**src/rtl/filter_frame_ctrl_pkg.sv**
```systemverilog
// Shared definitions for the mean-filter frame sequencer.
package filter_pkg;
   localparam int PIX_W     = 12;
   localparam int IMG_W_DEF = 320;
   localparam int IMG_H_DEF = 240;

   typedef enum logic [1:0] {
      ST_IDLE  = 2'd0,
      ST_FEED  = 2'd1,
      ST_DRAIN = 2'd2,
      ST_DONE  = 2'd3
   } state_t;
endpackage

```
**src/rtl/filter_frame_ctrl_counter.sv**
```systemverilog
// Up-counter with synchronous clear that stops at MAX and flags terminal count.
module frame_addr_counter #(
   parameter int W   = 17,
   parameter int MAX = 1
) (
   input  logic         i_clk,
   input  logic         i_rst_n,
   input  logic         i_clr,
   input  logic         i_en,
   output logic [W-1:0] o_cnt,
   output logic         o_tc
);
   logic [W-1:0] r_cnt;
   logic         w_tc;

   assign w_tc  = (r_cnt == W'(MAX));
   assign o_cnt = r_cnt;
   assign o_tc  = w_tc;

   always_ff @(posedge i_clk) begin
      if (!i_rst_n)          r_cnt <= '0;
      else if (i_clr)        r_cnt <= '0;
      else if (i_en && !w_tc) r_cnt <= r_cnt + W'(1);
   end
endmodule

```
**src/rtl/filter_frame_ctrl.sv**
```systemverilog
// Frame sequencer: streams one frame from the input buffer into the 3x3 mean
// filter and writes the filter's outputs to the output buffer in order.
module filter_frame_ctrl
   import filter_pkg::*;
#(
   parameter int IMG_W     = IMG_W_DEF,
   parameter int IMG_H     = IMG_H_DEF,
   parameter int PIX_W     = filter_pkg::PIX_W,
   parameter int ADDR_W    = 17,
   parameter int OUT_CNT   = (IMG_W-2)*(IMG_H-2),
   parameter int DRAIN_MAX = 1024
) (
   input  logic              i_clk,
   input  logic              i_rst_n,
   input  logic              i_start,
   input  logic              i_hold,
   output logic              o_rd_en,
   output logic [ADDR_W-1:0] o_rd_addr,
   input  logic [PIX_W-1:0]  i_rd_data,
   output logic              o_flt_wenable,
   output logic [PIX_W-1:0]  o_flt_pixel,
   input  logic              i_flt_oenable,
   input  logic [PIX_W-1:0]  i_flt_pixel_post,
   output logic              o_wr_en,
   output logic [ADDR_W-1:0] o_wr_addr,
   output logic [PIX_W-1:0]  o_wr_data,
   output logic              o_busy,
   output logic              o_done,
   output logic              o_timeout
);
   localparam int PIX_N  = IMG_W*IMG_H;
   localparam int IDLE_W = $clog2(DRAIN_MAX+1);

   state_t              r_state, w_next;
   logic                w_rd_en, w_busy, w_done;
   logic                w_start_ok, w_acc, w_out_reach, w_to_hit;
   logic [ADDR_W-1:0]   w_rd_cnt, w_out_cnt;
   logic                w_rd_tc, w_out_tc;
   logic [IDLE_W-1:0]   r_idle_cnt;
   logic                r_fwen, r_wen, r_timeout;
   logic [ADDR_W-1:0]   r_waddr;
   logic [PIX_W-1:0]    r_wdata;

   assign w_start_ok  = i_start && (r_state == ST_IDLE);
   assign w_acc       = i_flt_oenable && !w_out_tc &&
                        ((r_state == ST_FEED) || (r_state == ST_DRAIN));
   // The output that lands on the last slot finishes the frame in its own cycle.
   assign w_out_reach = w_out_tc || (w_acc && (w_out_cnt == ADDR_W'(OUT_CNT-1)));
   assign w_to_hit    = (r_state == ST_DRAIN) && !i_flt_oenable &&
                        (r_idle_cnt == IDLE_W'(DRAIN_MAX-1));

   frame_addr_counter #(.W(ADDR_W), .MAX(PIX_N-1)) u_rd_cnt (
      .i_clk(i_clk), .i_rst_n(i_rst_n), .i_clr(w_start_ok), .i_en(w_rd_en),
      .o_cnt(w_rd_cnt), .o_tc(w_rd_tc)
   );

   frame_addr_counter #(.W(ADDR_W), .MAX(OUT_CNT)) u_out_cnt (
      .i_clk(i_clk), .i_rst_n(i_rst_n), .i_clr(w_start_ok), .i_en(w_acc),
      .o_cnt(w_out_cnt), .o_tc(w_out_tc)
   );

   always_ff @(posedge i_clk) begin
      if (!i_rst_n) r_state <= ST_IDLE;
      else          r_state <= w_next;
   end

   always_comb begin
      w_next  = r_state;
      w_rd_en = 1'b0;
      w_busy  = 1'b0;
      w_done  = 1'b0;
      case (r_state)
         ST_IDLE:  if (i_start) w_next = ST_FEED;
         ST_FEED: begin
            w_busy  = 1'b1;
            w_rd_en = !i_hold;
            if (w_rd_en && w_rd_tc) w_next = ST_DRAIN;
         end
         ST_DRAIN: begin
            w_busy = 1'b1;
            if (w_out_reach || w_to_hit) w_next = ST_DONE;
         end
         ST_DONE: begin
            w_done = 1'b1;
            w_next = ST_IDLE;
         end
         default:  w_next = ST_IDLE;
      endcase
   end

   always_ff @(posedge i_clk) begin
      if (!i_rst_n)                                        r_idle_cnt <= '0;
      else if ((r_state == ST_DRAIN) && !i_flt_oenable)    r_idle_cnt <= r_idle_cnt + IDLE_W'(1);
      else                                                 r_idle_cnt <= '0;
   end

   always_ff @(posedge i_clk) begin
      if (!i_rst_n) begin
         r_fwen    <= 1'b0;
         r_wen     <= 1'b0;
         r_waddr   <= '0;
         r_wdata   <= '0;
         r_timeout <= 1'b0;
      end else begin
         r_fwen <= w_rd_en;
         r_wen  <= w_acc;
         if (w_acc) begin
            r_waddr <= w_out_cnt;
            r_wdata <= i_flt_pixel_post;
         end
         if (w_start_ok)                     r_timeout <= 1'b0;
         else if (w_to_hit && !w_out_reach)  r_timeout <= 1'b1;
      end
   end

   // The buffer's own read register is the 1-cycle stage, so its data already
   // lines up with the delayed strobe.
   assign o_flt_pixel   = r_fwen ? i_rd_data : '0;
   assign o_flt_wenable = r_fwen;
   assign o_rd_en       = w_rd_en;
   assign o_rd_addr     = w_rd_cnt;
   assign o_wr_en       = r_wen;
   assign o_wr_addr     = r_waddr;
   assign o_wr_data     = r_wdata;
   assign o_busy        = w_busy;
   assign o_done        = w_done;
   assign o_timeout     = r_timeout;
endmodule

```
**config.mk**
```make
export PLATFORM = sky130hd
export DESIGN_NAME = filter_frame_ctrl
export DESIGN_NICKNAME = d
export VERILOG_FILES = /design/src/rtl/filter_frame_ctrl_pkg.sv /design/src/rtl/filter_frame_ctrl_counter.sv /design/src/rtl/filter_frame_ctrl.sv
export SDC_FILE = /design/constraint.sdc
export NUM_CORES = 1
export LEC_CHECK = 0
export BUFFER_PORTS_ARGS = -buffer_cell sky130_fd_sc_hd__buf_2
export CORE_MARGIN = 4
export CORE_UTILIZATION = 57
export DETAILED_ROUTE_END_ITERATION = 10
export GPL_TIMING_DRIVEN = 0
export PLACE_DENSITY = 0.91
export SLEW_MARGIN = 10
export SYNTH_ARGS = -nofsm -noshare
export SYNTH_HDL_FRONTEND = slang
export SYNTH_HIERARCHICAL = 1
export SYNTH_SLANG_ARGS = --single-unit
```
**constraint.sdc**
```tcl
create_clock -name i_clk -period 6.9 [get_ports i_clk]
set_input_delay 1.035 -clock i_clk [delete_from_list [all_inputs] [get_ports i_clk]]
set_output_delay 1.035 -clock i_clk [all_outputs]
set_load 0.005 [all_outputs]
```
**Word level (Yosys, flattened, before mapping)**

Index checks and enable logic that the tools add are counted.

- Bits in registers: 79
- Input port bits: 29
- Output and inout bits: 64
- Word-level logic and storage cells: 54

- Add/subtract/negate cells: 3
- Equal/unequal tests: 10
- Multiplexer cells: 8
- Bitwise operators: 1
- Reduce and logical (&&, ||, !) cells: 23

Operators by type and width:

| operator | number |
|---|---|
| $eq A17 B17 Y1 const B | 3 |
| $add A17 B1 Y17 const B | 2 |
| $mux W12 | 1 |
| $add A11 B1 Y11 const B | 1 |
| $eq A11 B10 Y1 const B | 1 |
| $logic_and A1 B1 Y1 | 10 |
| $pmux W2 S4 | 1 |
| $mux W2 | 3 |
| $logic_not A1 Y1 | 5 |
| $eq A2 B2 Y1 const B | 2 |
| $ne A2 B1 Y1 const B | 2 |
| $reduce_or A2 Y1 | 2 |
| $logic_or A1 B1 Y1 | 3 |
| $mux W1 | 3 |
| $reduce_and A3 Y1 | 1 |
| $eq A2 B1 Y1 const B | 1 |
| $logic_not A2 Y1 | 1 |
| $ne A2 B2 Y1 const B | 1 |
| $reduce_and A2 Y1 | 1 |
| $not A1 Y1 | 1 |

**Logic depth before layout (Yosys ltp)**

- Depth after elaboration: 9
- Depth in mapped cells: 14
- Mapped depth without buffers: 11

**By module**

The synthesis kept the hierarchy.

Modules (own cells, without submodules):

| module | times used | cells each | area an instance (um^2) | seq. area each (um^2) |
|---|---|---|---|---|
| filter_frame_ctrl | 1 | 226 | 1895.6 | 900.9 |
| frame_addr_counter at u_out_cnt | 1 | 107 | 945.9 | 340.3 |
| frame_addr_counter at u_rd_cnt | 1 | 106 | 899.6 | 340.3 |

**Worst setup path before layout**

OpenSTA, ideal clock, no wires.

- Path kind: register -> register
- From: register u_out_cnt.r_cnt[0] (netlist: u_out_cnt/o_cnt[0])
- To: register u_out_cnt.r_cnt[13] (netlist: u_out_cnt/o_cnt[13])
- Setup time: 70 ps
- Arrival: 2690 ps
- Required time: 6830 ps
- Setup slack: 4140 ps
- Cell stages (with the launch flop): 15
- Path buffers: 3
- Period minus slack after synthesis: 2760 ps
- Path through: dfxtp_1 > inv_1 > ha_1 > and3b_1 > and4_2 > inv_1 > nand3_1 > inv_2 > clkbuf_1 > buf_4 > and4_1 > buf_4 > nand2_1 > or4_1 > a21oi_1

- Cells in the longest elaborated chain, start to end: 5
- Elaborated cells on any way between the ends: 6
- Classes of those cells: add/sub (1); eq/ne (1); reduce/logical (4)

RTL lines:

| item | line | source |
|---|---|---|
| start, declared | filter_frame_ctrl_counter.sv:13 | `logic [W-1:0] r_cnt;` |
| start signal, assigned | filter_frame_ctrl_counter.sv:23 | `else if (i_en && !w_tc) r_cnt <= r_cnt + W'(1);` |
| $eq A17 B17 Y1 | filter_frame_ctrl_counter.sv:16 | `assign w_tc = (r_cnt == W'(MAX));` |
| named net w_out_tc | filter_frame_ctrl.sv:38 | `logic w_rd_tc, w_out_tc;` |
| $logic_not A1 Y1 | filter_frame_ctrl.sv:45 | `assign w_acc = i_flt_oenable && !w_out_tc &&` |
| $logic_and A1 B1 Y1 (2 in a row) | filter_frame_ctrl.sv:45 |  |
| named net w_acc | filter_frame_ctrl.sv:36 | `logic w_start_ok, w_acc, w_out_reach, w_to_hit;` |
| $logic_and A1 B1 Y1 | filter_frame_ctrl_counter.sv:23 |  |

The timed path passes the listed nets, and every way through them passes these cells.
A chain may end at the register's enable or synchronous reset.

**Worst setup path in the final report**

- From: register u_out_cnt.r_cnt[0] (netlist: u_out_cnt/o_cnt[0])
- To: register u_out_cnt.r_cnt[14] (netlist: u_out_cnt/o_cnt[14])

The elaborated chain is that of the path after synthesis.

==> reports/metrics.yaml <==
finalCritPeriodShare_pct: 52.0
synthAdderAreaFrac_pct: 2.68
worstSetupPathType: "reg2reg"
ys_warn_count: 6
status: "completed"
die_x_um: 89.0
cts_tree: "yes"
track_usage_pct: 23.2
dr.max_layer_used: "met4"
post_cts_buffers: 0
viasPerCell: 5.74
finalWirelength_mm: 9.32
ys.flop_type: "dfxtp_1"
cts-root-buf: "clkbuf_8"
synth-async-reset-ratio_pct: 0
finalClockSkew_ns: 0.00895
cts_sinks: 79
nNetsFinal: 579
die_h_um: 89.0
place_congestion: 0.887
synth_common_cells: "nand2_1, dfxtp_1, a21boi_0"
synth.area.mux_share_pct: 1.61
static-leakage-power_nw: 1.78
met2_length_mm: 4.50
ys_ff_latch: 79
avgSynthCellArea_sq_um: 8.52
cts.path.max_buffers: 2
cts_made_buffers: 9
yosysMostFrequentCell: "nand2_1"
wl_per_cell_um: 14.9
coreArea_sq_um: 6350
synth_area_sq_um: 3740
fill_cells: 477
n_antenna_cell: 0
peakVddDrop_mv: 0.184
synth_top_area_share_pct: 42.3
ctsHoldBuffers: 0
grt_max_degree: 15
yosysUniqueCellTypes: 56
critPathMaxFanout: 10
synth_edf_count: 0
power_density_nw_per_um2: 239
end_kind: "flop"
die-area_sq_um: 7920
synthSimpleGateAreaFrac_pct: 30.7
synth-seq-area-share_pct: 42.3
drive_above_1_share_pct: 23.4
synth_top_family_by_area: "simple AND/OR/NAND/NOR gates"
cts.reportedPaths.clkPinSlew_ns: 0.08
met3_length_um: 839
vias: 3584
synth_compound_area_share_pct: 13.8
htree_levels: 3
area_delta_synth_final_pct: 19.5
post_cts_resized: 0
start_util_pct: 58.9
tns_ns: 0
synthTopCellsByArea: "dfxtp_1, nand2_1, a21boi_0"
cp.required_ns: 7.20
syn_nets: 476
synthXorXnorAreaFrac_pct: 4.68
arrival_ns: 3.89
io_pins: 93
max_freq_mhz: 279
hpwl_mm: 6.98
drtPass1Iterations: 5
hold_viol_final: 0
drc: 0
synth_area_leader_cell: "dfxtp_1"
hold_path_class: "reg2reg"
tightest_slew_ns: 0.686
grt_pass1_vias: 3194
hold_slack_ns: 0.453
numPortBuffers: 92
critPathLaunchType: "flop"
wl_met1_mm: 3.84
drv_cap: 0
final-setup-viol-count: 0
ant_nets: 0
antenna_found_initial: 0
slew_headroom_pct: 53.9
grt-ovfl-total: 0
grt_pass1_wl_mm: 14.5
clk_latency_ns: 0.35
num_rows: 29
rsz0062_at_grt: "no"
slew_violations: 0
netlist_instances: 439
drtIter0Drc: 183
fin_crit_ns: 3.59
## layer usage
layer,up-vias,GRT usage (%)
met5,-,0
met4,0,7.98
met1,1672,27.3
met2,156,41.4
li1,1743,-
met3,13,5.53
## placed cells by master (no fill, tap or decap), types with 3 or more instances in the layout
master       n
and2_1      18
and4_1       4
nand4_1     13
or4_1        4
nand2b_1     8
mux2i_1      6
buf_6        4
a211oi_1     4
clkbuf_1    13
a21boi_0    29
a21oi_1     13
buf_2       93
nand3_1     19
nor2_1      27
nand2_1     84
o21ai_0     10
xor2_1      14
nor3_1       5
nor2b_1      3
and3_1       5
or3_1        9
clkinvlp_4   3
nor4_1       5
xnor2_1      6
ha_1         8
inv_1       10
dfxtp_1     79
clkbuf_8     9
o311ai_0     3
## path summary, 6_finish.rpt
check	from	end	slack, ns	depth (start not counted)
hold / removal	r_idle_cnt[0]$_SDFF_PN0_	r_idle_cnt[0]$_SDFF_PN0_	0.45	1
setup reg to reg	u_out_cnt/o_cnt[0]$_SDFFE_PP0P_	u_out_cnt/o_cnt[14]$_SDFFE_PP0P_	3.31	13
hold reg to reg	r_idle_cnt[0]$_SDFF_PN0_	r_idle_cnt[0]$_SDFF_PN0_	0.45	1
setup / recovery	u_out_cnt/o_cnt[0]$_SDFFE_PP0P_	u_out_cnt/o_cnt[14]$_SDFFE_PP0P_	3.31	13
## critical path, cell delays in order, from the launching register on
cell and delay, ns:
dfxtp_1 0.53, inv_1 0.13, ha_1 0.21, and3b_1 0.20, and4_2 0.25, inv_1 0.07
nand3_1 0.20, inv_2 0.17, clkbuf_1 0.40, buf_4 0.25, nand4_1 0.19, nor3_1 0.40
or4b_1 0.47, nand2_1 0.07
## power by group
part	total [W]	switching [W]	internal (W)
clock network	0.000302	0.000172	0.000130
logic	0.000254	0.000159	0.0000946
registers	0.000511	0.0000265	0.000485
## flip-flops by register name (all words and copies together), names as in the netlist
register / cells
o_flt_wenable: 1
o_timeout: 1
o_wr_addr: 17
o_wr_data: 12
o_wr_en: 1
r_idle_cnt: 11
r_state: 2
u_out_cnt/o_cnt: 17
u_rd_cnt/o_cnt: 17
## cells by family (layout without fill, tap and decap cells)
logic type / after synthesis / count (layout)
DFF: 79 / 79
adders and majority gates: 8 / 8
muxes: 6 / 6
xor gates and xnor gates: 20 / 20
AOI/OAI and AO/OA: 73 / 73
and+or+nand+nor: 221 / 221
buffers and inverters: 32 / 140
## stage by stage
step / cell area [sq um] / power (W) / util (%) / cells / worst slack [ns]
finish: 4470 / 0.00107 / 70.4 / 624 / 3.31
detailed placement: 4300 / 0.000775 / 67.7 / 608 / 3.42
CTS: 4470 / 0.00107 / 70.4 / 624 / 3.35
global placement: 4300 / 0.000760 / 67.7 / 608 / 3.50
global route: 4470 / 0.00113 / 70.4 / 624 / 3.14
floorplan: 3740 / 0.000679 / - / 439 / 4.14
## layout make-up
type	count	area (sq um)	share of cell area (%)
clock buffers	9	124	2.77
flip-flops and latches	79	1580	35.4
multi-input cells	328	2000	44.7
well taps	77	96.3	2.15
inverters	11	41.3	0.923
clock inverters	7	50.0	1.12
plain buffers	21	118	2.63
repair buffers	92	460	10.3
No activity file was read; power rests on OpenSTA's default activity.
